$ cat src/rtl/sample_seq_pkg.sv
// sample_seq_pkg: shared state encoding, default sizing and counter widths for the sample sequencer
package sample_seq_pkg;
   localparam int NUM_CH_DEF = 8;
   localparam int OSR_MAX_DEF = 8;
   localparam int DIV_W = 12;
   localparam int TICK_W = 4;
   localparam int P2_W = 10;
   localparam int CONV_W = 9;
   localparam int OSR_W = 4;
   typedef enum logic [1:0] {IDLE, P1, P2} state_t;
   function automatic logic [OSR_W-1:0] clamp_osr(input logic [OSR_W-1:0] osr, input int lim);
      return (int'(osr) > lim) ? OSR_W'(lim) : osr;
   endfunction
endpackage

$ cat src/rtl/sample_sequencer_if.sv
// sample_sequencer_if: enable/config inputs and phase/strobe outputs of the sample sequencer
interface sample_sequencer_if
   import sample_seq_pkg::*;
#(
   parameter int NUM_CH = NUM_CH_DEF
);
   logic ENSAMP_sync;
   logic [DIV_W-1:0] PHASE1DIV1;
   logic [TICK_W-1:0] PHASE1COUNT;
   logic [P2_W-1:0] PHASE2COUNT;
   logic [NUM_CH-1:0] CHEN;
   logic [OSR_W-1:0] ADCOSR;
   logic PHASE1;
   logic PHASE2;
   logic ADC_START;
   logic [$clog2(NUM_CH)-1:0] CH_SEL;
   logic SAMPLE_VALID;
   logic FRAME_END;
   logic BUSY;
   modport master (
      output ENSAMP_sync, PHASE1DIV1, PHASE1COUNT, PHASE2COUNT, CHEN, ADCOSR,
      input PHASE1, PHASE2, ADC_START, CH_SEL, SAMPLE_VALID, FRAME_END, BUSY
   );
   modport slave (
      input ENSAMP_sync, PHASE1DIV1, PHASE1COUNT, PHASE2COUNT, CHEN, ADCOSR,
      output PHASE1, PHASE2, ADC_START, CH_SEL, SAMPLE_VALID, FRAME_END, BUSY
   );
endinterface

$ cat src/rtl/seq_next_ch.sv
// seq_next_ch: next enabled channel strictly above cur, wrapping to the lowest enabled one
module seq_next_ch #(
   parameter int NUM_CH = 8
) (
   input logic [NUM_CH-1:0] mask,
   input logic [$clog2(NUM_CH)-1:0] cur,
   output logic [$clog2(NUM_CH)-1:0] nxt,
   output logic wrap
);
   localparam int CW = $clog2(NUM_CH);
   always_comb begin
      nxt = '0;
      wrap = 1'b1;
      for (int i = NUM_CH - 1; i >= 0; i--)
         if (mask[i]) nxt = CW'(i);
      for (int i = NUM_CH - 1; i >= 0; i--)
         if (mask[i] && i > int'(cur)) begin
            nxt = CW'(i);
            wrap = 1'b0;
         end
   end
endmodule

$ cat src/rtl/sample_sequencer.sv
// sample_sequencer: two-phase AFE/ADC acquisition sequencer walking the enabled channels.
// Outputs are registered decodes of the current sequencer state, one cycle behind it.
module sample_sequencer
   import sample_seq_pkg::*;
#(
   parameter int NUM_CH = NUM_CH_DEF,
   parameter int OSR_MAX = OSR_MAX_DEF
) (
   input logic HF_CLK,
   input logic RST,
   sample_sequencer_if.slave sif
);
   localparam int CW = $clog2(NUM_CH);
   state_t state, state_n;
   logic [DIV_W-1:0] div_cnt, div_q;
   logic [TICK_W-1:0] tick_cnt, p1c_q;
   logic [P2_W-1:0] p2_cnt, p2c_q;
   logic [CONV_W-1:0] conv_cnt;
   logic [NUM_CH-1:0] chen_q;
   logic [OSR_W-1:0] osr_q;
   logic [1:0] tail;
   logic [CW-1:0] ch, nxt_ch;
   logic wrap, frm;
   logic start, tick, p1_done, p2_done, conv_done;

   // in IDLE the finder searches above the top index, which yields the lowest enabled channel
   seq_next_ch #(.NUM_CH(NUM_CH)) u_next (
      .mask(state == IDLE ? sif.CHEN : chen_q),
      .cur(state == IDLE ? CW'(NUM_CH - 1) : ch),
      .nxt(nxt_ch),
      .wrap(wrap)
   );

   always_comb begin
      start = state == IDLE && sif.ENSAMP_sync && |sif.CHEN;
      tick = div_cnt == div_q;
      p1_done = state == P1 && tail == 2'd0 && tick && tick_cnt == p1c_q;
      p2_done = state == P2 && p2_cnt == p2c_q;
      conv_done = conv_cnt == CONV_W'((1 << osr_q) - 1);
      state_n = !sif.ENSAMP_sync ? IDLE : start ? P1 : p1_done ? P2 : p2_done ? P1 : state;
   end

   always_ff @(posedge HF_CLK or posedge RST)
      if (RST) state <= IDLE;
      else state <= state_n;

   // tail counts the sample-valid cycle (2) and the channel-advance cycle (1) between channels
   always_ff @(posedge HF_CLK or posedge RST) begin
      if (RST) begin
         {div_q, p1c_q, p2c_q, chen_q, osr_q} <= '0;
         {div_cnt, tick_cnt, p2_cnt, conv_cnt, tail} <= '0;
         ch <= '0;
         frm <= 1'b0;
      end else if (!sif.ENSAMP_sync) begin
         {div_cnt, tick_cnt, p2_cnt, conv_cnt, tail} <= '0;
      end else if (start) begin
         div_q <= sif.PHASE1DIV1;
         p1c_q <= sif.PHASE1COUNT;
         p2c_q <= sif.PHASE2COUNT;
         chen_q <= sif.CHEN;
         osr_q <= clamp_osr(sif.ADCOSR, OSR_MAX);
         ch <= nxt_ch;
      end else if (state == P1 && tail != 2'd0) begin
         tail <= tail - 2'd1;
         if (tail == 2'd2) begin
            ch <= nxt_ch;
            frm <= wrap;
         end
      end else if (state == P1) begin
         div_cnt <= tick ? '0 : div_cnt + 1'b1;
         if (tick) tick_cnt <= p1_done ? '0 : tick_cnt + 1'b1;
      end else if (state == P2) begin
         p2_cnt <= p2_done ? '0 : p2_cnt + 1'b1;
         if (p2_done) begin
            conv_cnt <= conv_done ? '0 : conv_cnt + 1'b1;
            tail <= conv_done ? 2'd2 : 2'd0;
         end
      end
   end

   always_ff @(posedge HF_CLK or posedge RST) begin
      if (RST) begin
         {sif.PHASE1, sif.PHASE2, sif.ADC_START, sif.SAMPLE_VALID, sif.FRAME_END, sif.BUSY} <= '0;
         sif.CH_SEL <= '0;
      end else begin
         sif.PHASE1 <= state == P1 && tail == 2'd0;
         sif.PHASE2 <= state == P2;
         sif.ADC_START <= state == P2 && p2_cnt == '0;
         sif.SAMPLE_VALID <= state == P1 && tail == 2'd2;
         sif.FRAME_END <= state == P1 && tail == 2'd1 && frm;
         sif.BUSY <= state != IDLE;
         sif.CH_SEL <= ch;
      end
   end
endmodule

$ cat src/flat_wrapper.sv
// flat-port wrapper written by rule: the top's interface ports become plain ports
module sample_sequencer_flat import sample_seq_pkg::*;
#(
   parameter int NUM_CH = NUM_CH_DEF,
   parameter int OSR_MAX = OSR_MAX_DEF
)
  (HF_CLK, RST, sif_ENSAMP_sync, sif_PHASE1DIV1, sif_PHASE1COUNT, sif_PHASE2COUNT, sif_CHEN, sif_ADCOSR, sif_PHASE1, sif_PHASE2, sif_ADC_START, sif_CH_SEL, sif_SAMPLE_VALID, sif_FRAME_END, sif_BUSY);
  sample_sequencer_if #(.NUM_CH(NUM_CH)) sif_i ();
  input logic HF_CLK;
  input logic RST;
  input wire logic [$bits(sif_i.ENSAMP_sync)-1:0] sif_ENSAMP_sync;
  input wire logic [$bits(sif_i.PHASE1DIV1)-1:0] sif_PHASE1DIV1;
  input wire logic [$bits(sif_i.PHASE1COUNT)-1:0] sif_PHASE1COUNT;
  input wire logic [$bits(sif_i.PHASE2COUNT)-1:0] sif_PHASE2COUNT;
  input wire logic [$bits(sif_i.CHEN)-1:0] sif_CHEN;
  input wire logic [$bits(sif_i.ADCOSR)-1:0] sif_ADCOSR;
  output wire logic [$bits(sif_i.PHASE1)-1:0] sif_PHASE1;
  output wire logic [$bits(sif_i.PHASE2)-1:0] sif_PHASE2;
  output wire logic [$bits(sif_i.ADC_START)-1:0] sif_ADC_START;
  output wire logic [$bits(sif_i.CH_SEL)-1:0] sif_CH_SEL;
  output wire logic [$bits(sif_i.SAMPLE_VALID)-1:0] sif_SAMPLE_VALID;
  output wire logic [$bits(sif_i.FRAME_END)-1:0] sif_FRAME_END;
  output wire logic [$bits(sif_i.BUSY)-1:0] sif_BUSY;
  assign sif_i.ENSAMP_sync = sif_ENSAMP_sync;
  assign sif_i.PHASE1DIV1 = sif_PHASE1DIV1;
  assign sif_i.PHASE1COUNT = sif_PHASE1COUNT;
  assign sif_i.PHASE2COUNT = sif_PHASE2COUNT;
  assign sif_i.CHEN = sif_CHEN;
  assign sif_i.ADCOSR = sif_ADCOSR;
  assign sif_PHASE1 = sif_i.PHASE1;
  assign sif_PHASE2 = sif_i.PHASE2;
  assign sif_ADC_START = sif_i.ADC_START;
  assign sif_CH_SEL = sif_i.CH_SEL;
  assign sif_SAMPLE_VALID = sif_i.SAMPLE_VALID;
  assign sif_FRAME_END = sif_i.FRAME_END;
  assign sif_BUSY = sif_i.BUSY;
  sample_sequencer #(.NUM_CH(NUM_CH), .OSR_MAX(OSR_MAX)) u_core (.HF_CLK(HF_CLK), .RST(RST), .sif(sif_i));
endmodule
$ cat config.mk
export PLATFORM = sky130hd
export DESIGN_NAME = sample_sequencer_flat
export DESIGN_NICKNAME = d
export VERILOG_FILES = /design/src/rtl/sample_seq_pkg.sv /design/src/rtl/sample_sequencer_if.sv /design/src/rtl/seq_next_ch.sv /design/src/rtl/sample_sequencer.sv /design/src/flat_wrapper.sv
export SDC_FILE = /design/constraint.sdc
export NUM_CORES = 1
export LEC_CHECK = 0
export ABC_AREA = 1
export ABC_CLOCK_PERIOD_IN_PS = 2910
export BUFFER_PORTS_ARGS = -buffer_cell sky130_fd_sc_hd__buf_2
export CORE_UTILIZATION = 54
export CTS_BUF_LIST = sky130_fd_sc_hd__clkbuf_8 sky130_fd_sc_hd__clkbuf_16
export DETAILED_ROUTE_END_ITERATION = 7
export GPL_ROUTABILITY_DRIVEN = 1
export GPL_TIMING_DRIVEN = 1
export PLACE_DENSITY = 0.89
export SYNTH_ARGS = -nofsm -noshare
export SYNTH_HDL_FRONTEND = slang
export SYNTH_HIERARCHICAL = 1
export SYNTH_SLANG_ARGS = --single-unit
$ cat constraint.sdc
create_clock -name HF_CLK -period 2.91 [get_ports HF_CLK]
set_input_delay 0.4365 -clock HF_CLK [delete_from_list [all_inputs] [get_ports HF_CLK]]
set_output_delay 0.4365 -clock HF_CLK [all_outputs]
set_load 0.02 [all_outputs]
==> results by group <==
Synth
  • EDFF count, synth: 0
  • Syn Area/Cell: 7.54 µm²
  • #FFs+latches synth: 90
  • Synth Cell Area: 0.00505 mm²
  • Post-Synthesis Cells: 670
  • Register area share after synthesis: 44.6%
  • Distinct cells, synth: 38
  • Dominant cells by area after synthesis: dfrtp_1 45%, nand2_1 18%, inv_1 5.6%, o21ai_0 4.0%, nand3_1 3.6%
  • Syn nets: 720
  • Ys Warns: 6
  • Post-synth top area share: 44.6%
  • Async set-reset flop share out of synthesis: 100%
  • Synth area leader: dfrtp_1
  • Main synth FF type: dfrtp_1

Floorplan
  • DIE WIDTH: 98.7 µm
  • CORE AREA: 0.00889 mm²
  • # IOs: 50
  • Die Ht: 98.7 µm
  • Die area: 0.00974 mm²
  • Core Rows: 34
  • Starting Density: 56.8%

Clocking
  • Clk slew on worst S/H paths: 0.09 ns
  • CTS tree: yes
  • H-tree depth: 3
  • Clock Latency Late Sink: 0.37 ns
  • Clock tree buffer depth: 2
  • Post-CTS setup repair buffer count: 0
  • Num CTS Buffers: 9
  • Clock Tree Root: clkbuf_8
  • Num Clock Sinks: 90
  • PostCTS Resize Cnt: 0
  • Hold Buf Count CTS: 0

Placement
  • DP Cell Count: 816
  • DP Wirelength: 7970 µm
  • Total cell area at the placement stage: 0.00538 mm²
  • Port bufs: 49
  • GP Congestion: 0.937

Timing
  • Clock Skew: 0.0142 ns
  • Slew HR: 53.9%
  • Max-slew violations: 0
  • Final hold viol count: 0
  • Fmax: 458 MHz
  • Worst-Margin Slew: 0.691 ns
  • Fin Setup TNS: 0 ns
  • Final setup fails: 0
  • Clock period minus worst slack: 2.19 ns
  • Period utilisation layout: 75.1%
  • Unrepaired setup endpoints after global routing: false

Job
  • # Max-Cap Violations: 0

Drt
  • Total Wirelength: 10800 µm
  • Initial DRC count: 209
  • 1st-pass router iterations: 5
  • WL per Instance: 13.0 µm
  • DR vias: 4464
  • DRT antenna net count: 0
  • Average via count per standard cell: 5.37
  • Drt drc: 0

Power and ir drop
  • Leakage: 2.88 nW
  • IR drop worst, VDD: 0.000304 V
  • Total Power: 3.10 mW
  • Pwr/cell area: 557 mW/mm²

Setup path
  • CP delay by family, top: simple AND/OR/NAND/NOR gates
  • Crit path top cell by count: nand2_1
  • Crit-path max FO: 6
  • CP Data Arrival Time: 2.44 ns
  • Slowest-stage cell, CP: dfrtp_1
  • Critical-path cell list: nor2_4 -> nand3_1 -> ha_1 -> nand2_1 -> nand2_1 -> nor2_1 -> nand2_1 -> nor2_1 -> nand2_1 -> nor2_1 -> nand3_1 -> nand3b_1 -> nand2_1
  • Setup CP Type: flop to flop
  • Worst Path Buf+Inv: 0
  • Worst Setup End Kind: flop
  • Reg2reg setup slack: 0.72 ns
  • Setup crit start kind: flop
  • Critical path's largest stage delay: 0.47 ns
  • Critical Path RT: 3.16 ns

Global routing
  • Largest net degree at the start of global routing: 57
  • Grt total ovfl: 0
  • Initial antenna violation count: 0
  • First-pass GRT wire length: 18800 µm
  • Vias in the first global route: 4298
  • Gr usage total: 24.1%

Worst hold path
  • Hold WC Path Type: input port to asynchronous set/reset pin

Final layout
  • Fin cells: 832
  • Area growth syn-to-layout: 10.3%
  • # diodes: 0
  • Most frequent cells in the layout: 244 x nand2_1, 90 x dfrtp_1, 74 x inv_1
  • Fin nets: 769
  • Finished Cell Area: 0.00557 mm²
  • Ratio of cells with drive above 1 in the final layout: 13.5%
  • Commonest non-fill, non-tap cell in the layout: nand2_1

Outcome
  • Status: finished, final reports clean
[kinds of logic (layout without fill, tap and decap cells)]
group                    count (synthesis)  in the layout  synth area share, %
flip-flops                              90             90                 44.6
AO/OA/AOI/OAI                           61             61                 6.54
XOR/XNOR                                28             28                 4.86
multiplexers                             2              2                0.421
buffers and inverters                   96            150                 7.68
AND/OR/NAND/NOR                        384            384                 33.7
adder cells (fa/ha/maj)                  9              9                 2.23
[Yosys cell counts, types with 2 or more instances]
library cell  count
a21oi_1          11
a31oi_1           3
buf_2             7
buf_6             2
clkbuf_1          3
dfrtp_1          90
ha_1              9
inv_1            75
inv_2             8
nand2_1         244
nand2_2           2
nand2_4           2
nand3_1          36
nand3_2           4
nand3b_1          4
nand4_1          12
nor2_1           48
nor2_2            3
nor2_4            3
nor3_1           12
nor3_2            4
nor3b_1           4
nor4_1            3
o21ai_0          40
o21ai_1           2
xnor2_1          13
xor2_1           15
[layer usage]
metal | routed length [µm] | track usage (%)
met4 | 188 | 9.18
met3 | 613 | 4.82
met2 | 5350 | 41.7
met1 | 4680 | 30.0
met5 | 0 | 0
[where the power goes]
group	internal, mW	total, mW	switching [mW]
Combinational	0.275	0.776	0.501
Clock	0.326	0.807	0.481
Sequential	1.40	1.52	0.117
[per-stage QoR]
stage                     hold slack, ns  worst slack [ns]  utilization (%)
after global placement             0.372             0.819             60.6
after floorplan                    0.354             0.138                -
after global routing               0.167             0.471             62.7
after detailed placement           0.375             0.755             60.6
final                              0.131             0.725             62.7
after CTS                          0.143             0.730             62.7
[worst reg2reg max path: cells and delay by family (launching register included)]
family | cells | cell delay, ns
adders and majority gates | 1 | 0.32
DFF | 1 | 0.47
and+or+nand+nor | 12 | 1.28
[state kept, by name, indices dropped and copies added, names as in the netlist, 3 cells and up]
register	cells
u_core/p2c_q	10
u_core/p1c_q	4
u_core/sif.CH_SEL	3
u_core/conv_cnt	9
u_core/ch	3
u_core/tick_cnt	4
u_core/div_q	12
u_core/div_cnt	12
u_core/osr_q	4
u_core/chen_q	8
u_core/p2_cnt	10
[cell type report]
cell class | instances | area, µm²
fillers | 755 | 3320
inverters | 83 | 313
multi-input cells | 484 | 2410
well taps | 108 | 135
clock inverters | 7 | 62.6
repair buffers | 51 | 273
flip-flops and latches | 90 | 2250
clock buffers | 9 | 124
[path summary, 6_finish.rpt]
| kind | from | end | cells past startpoint |
|---|---|---|---|
| setup / recovery | u_core/osr_q[3] | u_core/conv_cnt[5] | 13 |
| hold / removal | RST | u_core/div_cnt[6] | 2 |
| setup reg to reg | u_core/osr_q[3] | u_core/conv_cnt[5] | 13 |
| hold reg to reg | u_core/ch[0] | u_core/sif.CH_SEL[0] | 0 |
| max in group asynchronous | RST | u_core/p2c_q[5] | 3 |
| min in group HF_CLK | sif_PHASE2COUNT[8] | u_core/p2c_q[8] | 3 |
Note: power is estimated with default switching activity, not from simulation.
